## config.mk

```make
export PLATFORM = sky130hd
export DESIGN_NAME = image_downsample
export DESIGN_NICKNAME = d
export VERILOG_FILES = /design/src/rtl/image_downsample.sv
export SDC_FILE = /design/constraint.sdc
export NUM_CORES = 1
export LEC_CHECK = 0
export ABC_AREA = 1
export BUFFER_PORTS_ARGS = -buffer_cell sky130_fd_sc_hd__buf_2
export CORE_ASPECT_RATIO = 0.5
export CORE_UTILIZATION = 60
export CTS_CLUSTER_DIAMETER = 80
export DETAILED_ROUTE_END_ITERATION = 8
export PLACE_DENSITY = 0.73
export SLEW_MARGIN = 0
export SYNTH_ARGS = -nofsm -noshare
export SYNTH_HDL_FRONTEND = slang
export SYNTH_SLANG_ARGS = --single-unit
```

## constraint.sdc

```tcl
create_clock -name clk -period 10.18 [get_ports clk]
set_clock_uncertainty 0.15 [all_clocks]
set_input_delay 1.527 -clock clk [delete_from_list [all_inputs] [get_ports clk]]
set_output_delay 1.527 -clock clk [all_outputs]
set_load 0.005 [all_outputs]
```

## src/rtl/image_downsample.sv

```systemverilog
// Crops a 448x448 window from a 640x480 grayscale stream and reduces it to a
// 28x28 image by averaging 16x16 blocks, writing one byte per block.
module image_downsample #(
  parameter int X0     = 96,
  parameter int Y0     = 16,
  parameter bit INVERT = 1'b1
) (
  input  logic       clk,
  input  logic       rst_n,
  input  logic       start,
  input  logic       frame_start,
  input  logic       pix_valid,
  input  logic [9:0] pix_x,
  input  logic [9:0] pix_y,
  input  logic [7:0] pix_gray,
  output logic       img_we,
  output logic [9:0] img_waddr,
  output logic [7:0] img_wdata,
  output logic       busy,
  output logic       done
);

  localparam int WIN       = 448;
  localparam int BLOCKS    = 28;
  localparam int LAST_ADDR = BLOCKS * BLOCKS - 1;

  typedef enum logic [1:0] {IDLE, WAIT_FRAME, CAPTURE, DONE} state_t;

  state_t      state_q, state_d;
  logic [10:0] px_ext, py_ext, dx, dy;
  logic        in_win, hit, first_pix, last_pix, we_d;
  logic [4:0]  bc, br;
  logic [15:0] acc_q [BLOCKS];
  logic [15:0] acc_sel, sum;
  logic [7:0]  avg, wdata_d;
  logic [9:0]  waddr_d;
  logic        img_we_q;
  logic [9:0]  img_waddr_q;
  logic [7:0]  img_wdata_q;

  // Window-relative coordinates; the unsigned compares reject both sides.
  assign px_ext    = {1'b0, pix_x};
  assign py_ext    = {1'b0, pix_y};
  assign dx        = px_ext - 11'(X0);
  assign dy        = py_ext - 11'(Y0);
  assign in_win    = (px_ext >= 11'(X0)) && (dx < 11'(WIN)) &&
                     (py_ext >= 11'(Y0)) && (dy < 11'(WIN));
  assign hit       = pix_valid && in_win && (state_q == CAPTURE);
  assign bc        = dx[8:4];
  assign br        = dy[8:4];
  assign first_pix = (dx[3:0] == 4'd0) && (dy[3:0] == 4'd0);
  assign last_pix  = (&dx[3:0]) && (&dy[3:0]);

  always_comb begin
    acc_sel = '0;
    for (int i = 0; i < BLOCKS; i++)
      if (bc == 5'(i)) acc_sel = acc_q[i];
  end

  // The block's top-left pixel restarts the sum, which also flushes stale data
  // left by an aborted frame.
  assign sum     = (first_pix ? 16'd0 : acc_sel) + {8'd0, pix_gray};
  assign avg     = sum[15:8];
  assign we_d    = hit && last_pix;
  assign waddr_d = {5'd0, br} * 10'd28 + {5'd0, bc};
  assign wdata_d = INVERT ? (8'd255 - avg) : avg;

  always_ff @(posedge clk or negedge rst_n) begin
    if (!rst_n) begin
      for (int i = 0; i < BLOCKS; i++) acc_q[i] <= '0;
    end else begin
      for (int i = 0; i < BLOCKS; i++)
        if (hit && (bc == 5'(i))) acc_q[i] <= sum;
    end
  end

  always_ff @(posedge clk or negedge rst_n) begin
    if (!rst_n) begin
      img_we_q    <= 1'b0;
      img_waddr_q <= '0;
      img_wdata_q <= '0;
    end else begin
      img_we_q <= we_d;
      if (we_d) begin
        img_waddr_q <= waddr_d;
        img_wdata_q <= wdata_d;
      end
    end
  end

  always_ff @(posedge clk or negedge rst_n) begin
    if (!rst_n) state_q <= IDLE;
    else        state_q <= state_d;
  end

  // A frame_start while capturing simply keeps us in CAPTURE; the
  // top-left load rule restarts every block.
  always_comb begin
    state_d = state_q;
    unique case (state_q)
      IDLE:       if (start) state_d = WAIT_FRAME;
      WAIT_FRAME: if (frame_start) state_d = CAPTURE;
      CAPTURE:    if (img_we_q && (img_waddr_q == 10'(LAST_ADDR))) state_d = DONE;
      DONE:       state_d = IDLE;
      default:    state_d = IDLE;
    endcase
  end

  assign img_we    = img_we_q;
  assign img_waddr = img_waddr_q;
  assign img_wdata = img_wdata_q;
  assign busy      = (state_q == WAIT_FRAME) || (state_q == CAPTURE);
  assign done      = (state_q == DONE);

endmodule

```

======== After elaboration in Yosys (flattened, before gate mapping) ========
Index checks and enable logic that the tools add are counted.
word-level totals
  register bits ........................... 469
  bits of input ports ..................... 33
operators by class
  $add $sub $neg .......................... 5
  multipliers ............................. 1
  magnitude comparators ................... 4
  equality and inequality tests ........... 34
  multiplexer cells ....................... 33
  reductions and logical operators ........ 45
operators with widths
  operator                                                                        number
  16-bit 2-to-1 mux                                                               29
  5-bit == test (second input constant)                                           12
  5-bit by 4-bit == test with 1-bit output (second input constant)                8
  1-bit logical AND                                                               37
  11-bit by 9-bit less-than comparator with 1-bit output (second input constant)  2
  5-bit by 3-bit == test with 1-bit output (second input constant)                4
  16-bit by 8-bit adder with 16-bit output                                        1
  10-bit by 5-bit subtractor with 11-bit output (second input constant)           1
  10-bit by 7-bit subtractor with 11-bit output (second input constant)           1
  10-bit by 5-bit adder with 10-bit output                                        1
  10-bit == test (second input constant)                                          1
  5-bit by 2-bit == test with 1-bit output (second input constant)                2
  10-bit by 5-bit >= comparator with 1-bit output (second input constant)         1
  10-bit by 7-bit >= comparator with 1-bit output (second input constant)         1
  4-bit logical NOT                                                               2
  5-bit by 3-bit multiplier with 8-bit output (second input constant)             1
  2-bit case mux with 4 select lines                                              1
  4-bit AND reduction                                                             2
  8-bit subtractor (first input constant)                                         1
  2-bit 2-to-1 mux                                                                3
  5-bit by 1-bit == test with 1-bit output (second input constant)                1
  5-bit logical NOT                                                               1
  2-bit == test (second input constant)                                           2
  2-bit inequality test (second input constant)                                   2
  other kinds (5)                                                                 5

======== Depth between registers and ports, before layout ========
Gate-level depths: netlist (run 1).
  depth after elaboration ................. 33
  depth in mapped cells ................... 42
  depth with buffers taken out ............ 38

======== Worst setup path after synthesis (run 1) ========
No wires, ideal clock.
  kind .................................... in2reg
  start ................................... input port pix_x[5]
  end ..................................... register acc_q[10] in the netlist's numbering
  library setup time ...................... 0.135 ns
  arrival time ............................ 5.733 ns
  data required time ...................... 9.895 ns
  path slack .............................. 4.162 ns
  cell stages on the path ................. 36
  buffers on the path ..................... 2
  cell sequence ........................... ha_1 > inv_1 > nand3_1 > nor2_1 > nand2_1 > inv_1 > nand2_1 > nand4_1 > a221oi_1 > nand2_1 > a21oi_1 > nand3_1 > a21oi_1 > nand4_1 > a21oi_1 > nand4_1 > a21oi_1 > nand4_1 > nor2_1 > nand4_1 > nor2_1 > nor2_1 > ha_1 > inv_1 > fa_1 > o21ai_0 > nand3_1 > nand2_1 > nand3_1 > nand2_1 > nand3_1 > nor2_1 > xor2_1 > clkbuf_1 > buf_2 > o21ai_0
on the way
  longest elaborated chain between the ends .. 32
  elaborated cells between the ends (all ways) .. 67
  those cells by class .................... 2 x add/sub; 2 x order compare; 27 x eq/ne; 29 x mux; 7 x reduce/logical
RTL lines
  item                                           line  source
  start, declared                                13    input logic [9:0] pix_x,
  10-bit by 7-bit subtractor with 11-bit output  44    assign dx = px_ext - 11'(X0);
  5-bit logical NOT                              57    if (bc == 5'(i)) acc_sel = acc_q[i];
  16-bit 2-to-1 mux (28 in series)               57
  16-bit 2-to-1 mux                              62    assign sum = (first_pix ? 16'd0 : acc_sel) + {8'd0, pix_gray};
  16-bit by 8-bit adder with 16-bit output       62
  end signal, assigned by index                  73    if (hit && (bc == 5'(i))) acc_q[i] <= sum;
  end, declared                                  33    logic [15:0] acc_q [BLOCKS];
Parallel ways exist; a longest one is shown, timed or not.
A chain may end at the register's enable or synchronous reset.

======== Worst setup path in the final report (run 1) ========
  start ................................... input port pix_x[5]
  end ..................................... register img_wdata_q[5] (netlist: img_wdata[5])
on the way
  longest elaborated chain between the ends .. 33
  elaborated cells between the ends (all ways) .. 68
  those cells by class .................... 3 x add/sub; 2 x order compare; 27 x eq/ne; 29 x mux; 7 x reduce/logical
RTL lines
  item                                           line  source
  10-bit by 7-bit subtractor with 11-bit output  44
  5-bit logical NOT                              57
  16-bit 2-to-1 mux (28 in series)               57
  16-bit 2-to-1 mux                              62
  16-bit by 8-bit adder with 16-bit output       62
  8-bit subtractor                               66    assign wdata_d = INVERT ? (8'd255 - avg) : avg;
  end signal, assigned                           86    img_wdata_q <= wdata_d;
  end, declared                                  39    logic [7:0] img_wdata_q;
Parallel ways exist; a longest one is shown, timed or not.

==> flow_summary.toml, run 1 <==
[worst_hold_path]
hold_start = "acc_q[4]$_DFFE_PN0P_"
whs_endpoint = "acc_q[4]$_DFFE_PN0P_"
hp-class = "register to register"
holdPathStages = 2

[sta]
hold_violations = 0
relSlewSlack_pct = 19.3
tightest_slew_ns = 1.21
fmax_mhz = 115
tns_ns = 0
setup_slack_ns = 1.50
period_share_pct = 85.3
period_needed_ns = 8.68
drv_slew = 0
rsz0062_at_grt = "no"
setup_viol = 0

[worst_setup_path]
worstPathRequired_ns = 10.46
endpoint_kind = "register"
r2r_start = "acc_q[402]$_DFFE_PN0P_"
r2r_end = "img_wdata[5]$_DFFE_PN0P_"
rrSetupSlack_ns = 3.39
rr_worst_depth = 31
setup.worst_path.start_class = "primary input"
cpMostUsedCell = "nand2_1"
cp_slowest_stage_delay_ns = 0.88
slowest_stage = "nand2_1"
worstPathMaxFanout = 29
cp.arrival_ns = 8.96
criticalPathCategory = "primary input to register"

[global_routing]
grt_overflow = 0
antenna_found_initial = 0
grt_pass1_vias = 18600
gr-usage-all-layers_pct = 37.3
grt_max_degree = 164
grt_pass1_wl_microns = 108000

[synthesis]
netlist_instances = 2888
synth_area_sq_mm = 0.0224
avgSynthCellArea_sq_um = 7.76
ys_async_sr_fraction_pct = 100
synth_edf_count = 0
yosysUniqueCellTypes = 46
ys_ff_latch = 469
synthFlopType = "dfrtp_1"
ys_seq_area_share_pct = 52.3
syn_nets = 2951
yosys_warnings = 0

[floorplanning]
core-area_sq_mm = 0.0364
num_rows = 49
io_pins = 54
die_area_sq_mm = 0.0382
fp.dieH_microns = 139
initial_core_util_pct = 61.7
chipWidth_microns = 275

[power_and_ir_drop]
p_switching_mw = 1.23
p_int_mw = 3.02
combPwrFrac_pct = 14.8
clkPwrFrac_pct = 38.6
seqPwrFrac_pct = 46.6
p_per_area_mw_per_mm2 = 173
total_leakage_power_nw = 12.5
vdd_drop_max_v = 0.000105
swShare_pct = 29.0

[layout]
synthToLayoutAreaGrowth_pct = 9.58
postLayoutCellArea_sq_mm = 0.0246
final_util_pct = 67.6
drive_above_1_share_pct = 7.50
fillers = 3088
nets = 2953
antenna_cells = 0

[flow_run]
drv_cap = 0

[placed_design]
place_congestion = 1.01
portBuffers = 53
postPlaceCellArea_sq_mm = 0.0232
place_ws_ns = 1.26
hpwlAfterDp_microns = 46600

[clocking]
path_clk_slew_ns = 0.07
ctsResizeCount = 0
cts.htree.levels = 2
cts.sinks = 469
clockBufferDepth = 3
post_cts_buffers = 0
cts_tree = "done"
insertion_delay_ns = 0.57
cts-hold-fix-buffers = 0
cts-root-buf = "clkbuf_16"
cts_made_buffers = 42

[drt]
dr.pass1.iters = 8
drtIter0Drc = 2594
avgViaCountPerCell = 5.84
ant_nets = 0
wl_per_cell_microns = 20.4
vias = 19900
finalWirelength_microns = 69500
drc = 0

[status]
outcome = "completed"
[Yosys cell counts (2+ instances only)]
master | number | share of area, %
o21ai_1 | 2 | 0.045
or2_0 | 2 | 0.056
inv_2 | 5 | 0.084
nand3_1 | 176 | 3.9
nand2_1 | 1145 | 19
nor3_1 | 12 | 0.27
nor2_1 | 201 | 3.4
dfrtp_1 | 469 | 52
o2111ai_1 | 9 | 0.35
nor2_2 | 3 | 0.084
clkbuf_1 | 120 | 2.0
or2_2 | 11 | 0.31
nand4_1 | 72 | 2.0
buf_4 | 9 | 0.30
o21ai_0 | 264 | 5.9
buf_1 | 3 | 0.050
fa_1 | 6 | 0.54
nand4_2 | 3 | 0.17
a21oi_1 | 58 | 1.3
ha_1 | 24 | 1.3
inv_1 | 205 | 3.4
clkinv_1 | 8 | 0.13
buf_2 | 14 | 0.31
xnor2_1 | 10 | 0.39
nand3b_1 | 2 | 0.067
o221ai_1 | 9 | 0.35
buf_6 | 7 | 0.35
nand2_2 | 5 | 0.14
xor2_1 | 9 | 0.35
nor4_1 | 3 | 0.084
a221oi_1 | 2 | 0.078
nor3_2 | 3 | 0.13
nor2_4 | 2 | 0.10
o211ai_1 | 3 | 0.10
[cells in the final DEF, fill, tap and decap left out, types with 8 or more instances in the layout]
cell type  Yosys  routed
buf_2         14      52
nand4_1       72      72
a21oi_1       58      58
inv_1        205     205
clkbuf_1     120      11
clkinv_1       8       8
clkbuf_16      0      43
nand3_1      176     176
xnor2_1       10       8
nor3_1        12       9
or2_2         11      11
nor2_1       201     200
o21ai_0      264     264
nand2_1     1145    1145
o2111ai_1      9       9
dfrtp_1      469     469
ha_1          24      24
buf_4          9      57
o221ai_1       9       9
[per-stage QoR]
stage                     power [mW]  std cells  hold slack [ns]
after floorplan                 2.34       2888            0.287
after global placement          2.61       3330            0.299
after detailed placement        2.63       3330            0.303
after CTS                       4.25       3403            0.320
after global routing            4.39       3403            0.330
final                           4.25       3403            0.319
[how the worst max path moves through the flow]
| stage | startpoint | endpoint | cells past startpoint |
|---|---|---|---|
| final | pix_x[5] | img_wdata[5]$_DFFE_PN0P_ | 36 |
| after global routing | pix_x[5] | img_wdata[5]$_DFFE_PN0P_ | 36 |
| after detailed placement | pix_x[5] | img_wdata[5]$_DFFE_PN0P_ | 36 |
| after CTS | pix_x[5] | img_wdata[5]$_DFFE_PN0P_ | 36 |
| after global placement | pix_x[5] | img_wdata[5]$_DFFE_PN0P_ | 36 |
| after floorplan | pix_x[5] | acc_q[10]$_DFFE_PN0P_ | 36 |
[sequential cells by signal, summed over array words and instances, names as in the netlist]
name,cells
img_wdata,8
state_q,2
acc_q,448
img_waddr,10
img_we,1
[power by group through the flow]
| stage | registers, mW | clock network, mW | logic (mW) |
|---|---|---|---|
| floorplan | 2.00 | 0 | 0.332 |
| global placement | 2.01 | 0 | 0.601 |
| detailed placement | 2.01 | 0 | 0.612 |
| CTS | 1.98 | 1.65 | 0.614 |
| global route | 1.99 | 1.72 | 0.679 |
| finish | 1.98 | 1.64 | 0.631 |
[per-layer routing]
metal / vias up / global-route usage [%] / routed length [microns]
li1: 9154 / - / -
met1: 9556 / 55.5 / 29500
met4: 0 / 10.7 / 1870
met3: 132 / 13.8 / 9700
met2: 1043 / 51.0 / 28400
met5: - / 0 / 0
[final cells by class]
type / count / area (sq um) / share of cell area [%]
sequential: 469 / 11700 / 47.8
timing repair buffer: 112 / 743 / 3.02
clock buffer: 60 / 1200 / 4.88
inverter: 218 / 818 / 3.33
clock inverter: 13 / 178 / 0.723
tap: 484 / 606 / 2.46
multi-input combinational: 2047 / 9290 / 37.8
[logic make-up (layout without fill, tap and decap cells)]
| kind of cell | after synthesis | count (layout) | share of synthesized area (%) |
|---|---|---|---|
| adder cells (fa/ha/maj) | 30 | 30 | 1.87 |
| AND/OR/NAND/NOR | 1645 | 1645 | 30.0 |
| XOR/XNOR | 19 | 19 | 0.742 |
| AO/OA/AOI/OAI | 353 | 353 | 8.31 |
| buffers and inverters | 372 | 403 | 6.70 |
| flip-flops | 469 | 469 | 52.3 |
[worst max-delay path, delay by kind of cell]
family | cells | cell delay [ns]
fa+ha+maj | 2 | 0.73
compound gates | 10 | 1.80
simple gates | 22 | 4.64
buf+inv | 2 | 0.23
(Power assumes the default switching activity.)
==> run 2, diff against run 1 <==
--- a/config.mk
+++ b/config.mk
@@ -5,7 +5,6 @@
 export SDC_FILE = /design/constraint.sdc
 export NUM_CORES = 1
 export LEC_CHECK = 0
-export ABC_AREA = 1
 export BUFFER_PORTS_ARGS = -buffer_cell sky130_fd_sc_hd__buf_2
 export CORE_ASPECT_RATIO = 0.5
 export CORE_UTILIZATION = 60
==> run 2 against run 1 <==
  * The flow now finishes with violations (max-capacitance violations, max-slew violations)
  * Critical path depth decreased by 15
  * Combinational power down 6.2%
  * Utilization rose by 0.38 points
  * Maximum frequency is 0.19% higher
  * Critical endpoint is now acc_q[316]$_DFFE_PN0P_
  * Highest routed layer is now met5
  * Sequential power is essentially flat
  * Largest power group unchanged
==> flow_summary.toml, run 2 <==
[status]
outcome = "finished, violations left"
violations = "max-capacitance violations, max-slew violations"

[sta]
rsz0062_at_grt = "no"
relSlewSlack_pct = -0.170
drv_slew = 1
setup_slack_ns = 1.52
period_share_pct = 85.1
fmax_mhz = 115
tns_ns = 0
setup_viol = 0
period_needed_ns = 8.66
finalHoldWorstSlack_ns = 0.327
tightest_slew_ns = 1.46
hold_violations = 0

[synthesis]
synthXorXnorAreaFrac_pct = 0.966
avgSynthCellArea_sq_um = 9.48
synth_area_leader_cell = "dfrtp_1"
synth_adder_area_share_pct = 1.79
ys_async_sr_fraction_pct = 100
ys_ff_latch = 469
yosysMostFrequentCell = "nand2_1"
synth_edf_count = 0
synth_area_sq_mm = 0.0234
synth_compound_area_share_pct = 22.1
netlist_instances = 2472
ys_seq_area_share_pct = 50.1
yosys_warnings = 0
synth_simple_gate_area_share_pct = 16.6
synthMuxAreaShare_pct = 4.10
synth_top_family_by_area = "compound AO/OA/AOI/OAI gates"
syn_nets = 2535
synth_area_leaders = "dfrtp_1 50%, nand2_1 8.0%, o21ai_0 7.5%"
yosysUniqueCellTypes = 88
synthFlopType = "dfrtp_1"
synth_top_area_share_pct = 50.1
netlist_top_cells_count = "502 x nand2_1, 469 x dfrtp_1, 350 x o21ai_0"

[worst_hold_path]
hp-class = "register to register"

[flow_run]
drv_cap = 1

[drt]
finalWirelength_microns = 93100
avgViaCountPerCell = 7.07
drc = 0
wl_per_cell_microns = 31.0
drtIter0Drc = 3081
ant_nets = 0
vias = 21200
dr.pass1.iters = 6

[worst_setup_path]
criticalPathCategory = "primary input to register"
worstPathMaxFanout = 24
rrSetupSlack_ns = 3.95
endpoint_kind = "register"
cp.arrival_ns = 8.91
setup.worst_path.start_class = "primary input"
worstPathRequired_ns = 10.43

[floorplanning]
core-area_sq_mm = 0.0379
chipWidth_microns = 282
io_pins = 54
initial_core_util_pct = 61.8
fp.dieH_microns = 142
num_rows = 50
die_area_sq_mm = 0.0399

[layout]
final_cell_mix = "500 x nand2_1, 469 x dfrtp_1, 350 x o21ai_0"
regMostFlops = "acc_q"
nets = 2517
final_util_pct = 68.0
synthToLayoutAreaGrowth_pct = 9.88
largest_reg_flops = 448
final_cells = 3004
drive_above_1_share_pct = 14.0
final_common_cell = "nand2_1"
postLayoutCellArea_sq_mm = 0.0258

[global_routing]
grt_pass1_vias = 19800
gr-usage-all-layers_pct = 47.7
antenna_found_initial = 2
grt_pass1_wl_microns = 136000
grt_overflow = 0
grt_max_degree = 157

[power_and_ir_drop]
p_int_mw = 3.08
p_switching_mw = 1.25
seqPwrFrac_pct = 46.2
combPwrFrac_pct = 13.7
p_per_area_mw_per_mm2 = 168
vdd_drop_max_v = 0.000150
total_leakage_power_nw = 11.6
swShare_pct = 28.8
clkPwrFrac_pct = 40.1
p_total_mw = 4.33

[clocking]
clockBufferDepth = 3
ctsResizeCount = 0
path_clk_slew_ns = 0.07
cts_made_buffers = 42
cts.sinks = 469
post_cts_buffers = 0
cts_tree = "done"
cts.htree.levels = 2
cts-root-buf = "clkbuf_16"
insertion_delay_ns = 0.59
cts-hold-fix-buffers = 0

[placed_design]
place_ws_ns = 1.43
hpwlAfterDp_microns = 64000
portBuffers = 53
placedCellCount = 2930
postPlaceCellArea_sq_mm = 0.0243
place_congestion = 1.03
[run 2: worst paths after layout]
| path | start | to | depth (start not counted) |
|---|---|---|---|
| worst max-delay path | pix_x[6] | acc_q[316]$_DFFE_PN0P_ | 21 |
| worst min-delay path | acc_q[234]$_DFFE_PN0P_ | acc_q[234]$_DFFE_PN0P_ | 2 |
| worst max register to register | acc_q[433]$_DFFE_PN0P_ | acc_q[316]$_DFFE_PN0P_ | 19 |
| worst min register to register | acc_q[234]$_DFFE_PN0P_ | acc_q[234]$_DFFE_PN0P_ | 2 |
| max in group asynchronous | rst_n | img_we$_DFF_PN0_ | 3 |
| min in group asynchronous | rst_n | acc_q[22]$_DFFE_PN0P_ | 1 |
[run 2: final cells by class]
type | instances | area [sq um]
diodes | 1 | 2.50
clock buffers | 51 | 1130
clock inverters | 22 | 320
fillers | 3027 | 12100
inverters | 27 | 101
multi-input cells | 1767 | 10800
flip-flops and latches | 469 | 11700
well taps | 520 | 651
repair buffers | 147 | 1010
[run 2: critical path: stages]
cell and delay, ns:
buf_2 0.32, ha_2 0.58, or4bb_1 0.51, a31oi_1 0.96
nor2_1 0.35, and3_1 0.30, nor4_1 0.84, o221ai_1 0.25
a21oi_1 0.27, o221a_2 0.23, ha_1 0.25, nor2b_1 0.16
o21ai_0 0.10, a21oi_1 0.20, o21ai_0 0.14, a21oi_1 0.33
nand3_1 0.20, nor4b_1 0.52, xor2_2 0.50, buf_12 0.24
o21ai_0 0.12
[run 2: power groups by stage]
stage | clock (mW) | sequential (mW) | combinational, mW
detailed placement | 0 | 2.03 | 0.568
floorplan | 0 | 2.01 | 0.338
global placement | 0 | 2.03 | 0.556
global route | 1.80 | 2.01 | 0.631
finish | 1.74 | 2.00 | 0.592
CTS | 1.72 | 2.00 | 0.571
[run 2: cell families (layout without fill, tap and decap cells)]
kind of cell / count (synthesis) / count (layout)
mux: 87 / 87
simple gates: 852 / 852
fa+ha+maj: 30 / 30
flops: 469 / 469
buf+inv: 236 / 247
other cells: 0 / 1
compound gates: 773 / 773
xor+xnor: 25 / 25
[run 2: routing by layer]
layer,wire [microns],global-route usage (%),vias up,share of wire (%)
met5,13,0,-,0.014
met4,3620,17.0,2,3.9
met3,15900,21.8,282,17
met2,35700,61.9,1563,38
met1,37800,69.2,10500,41
li1,-,-,8921,-
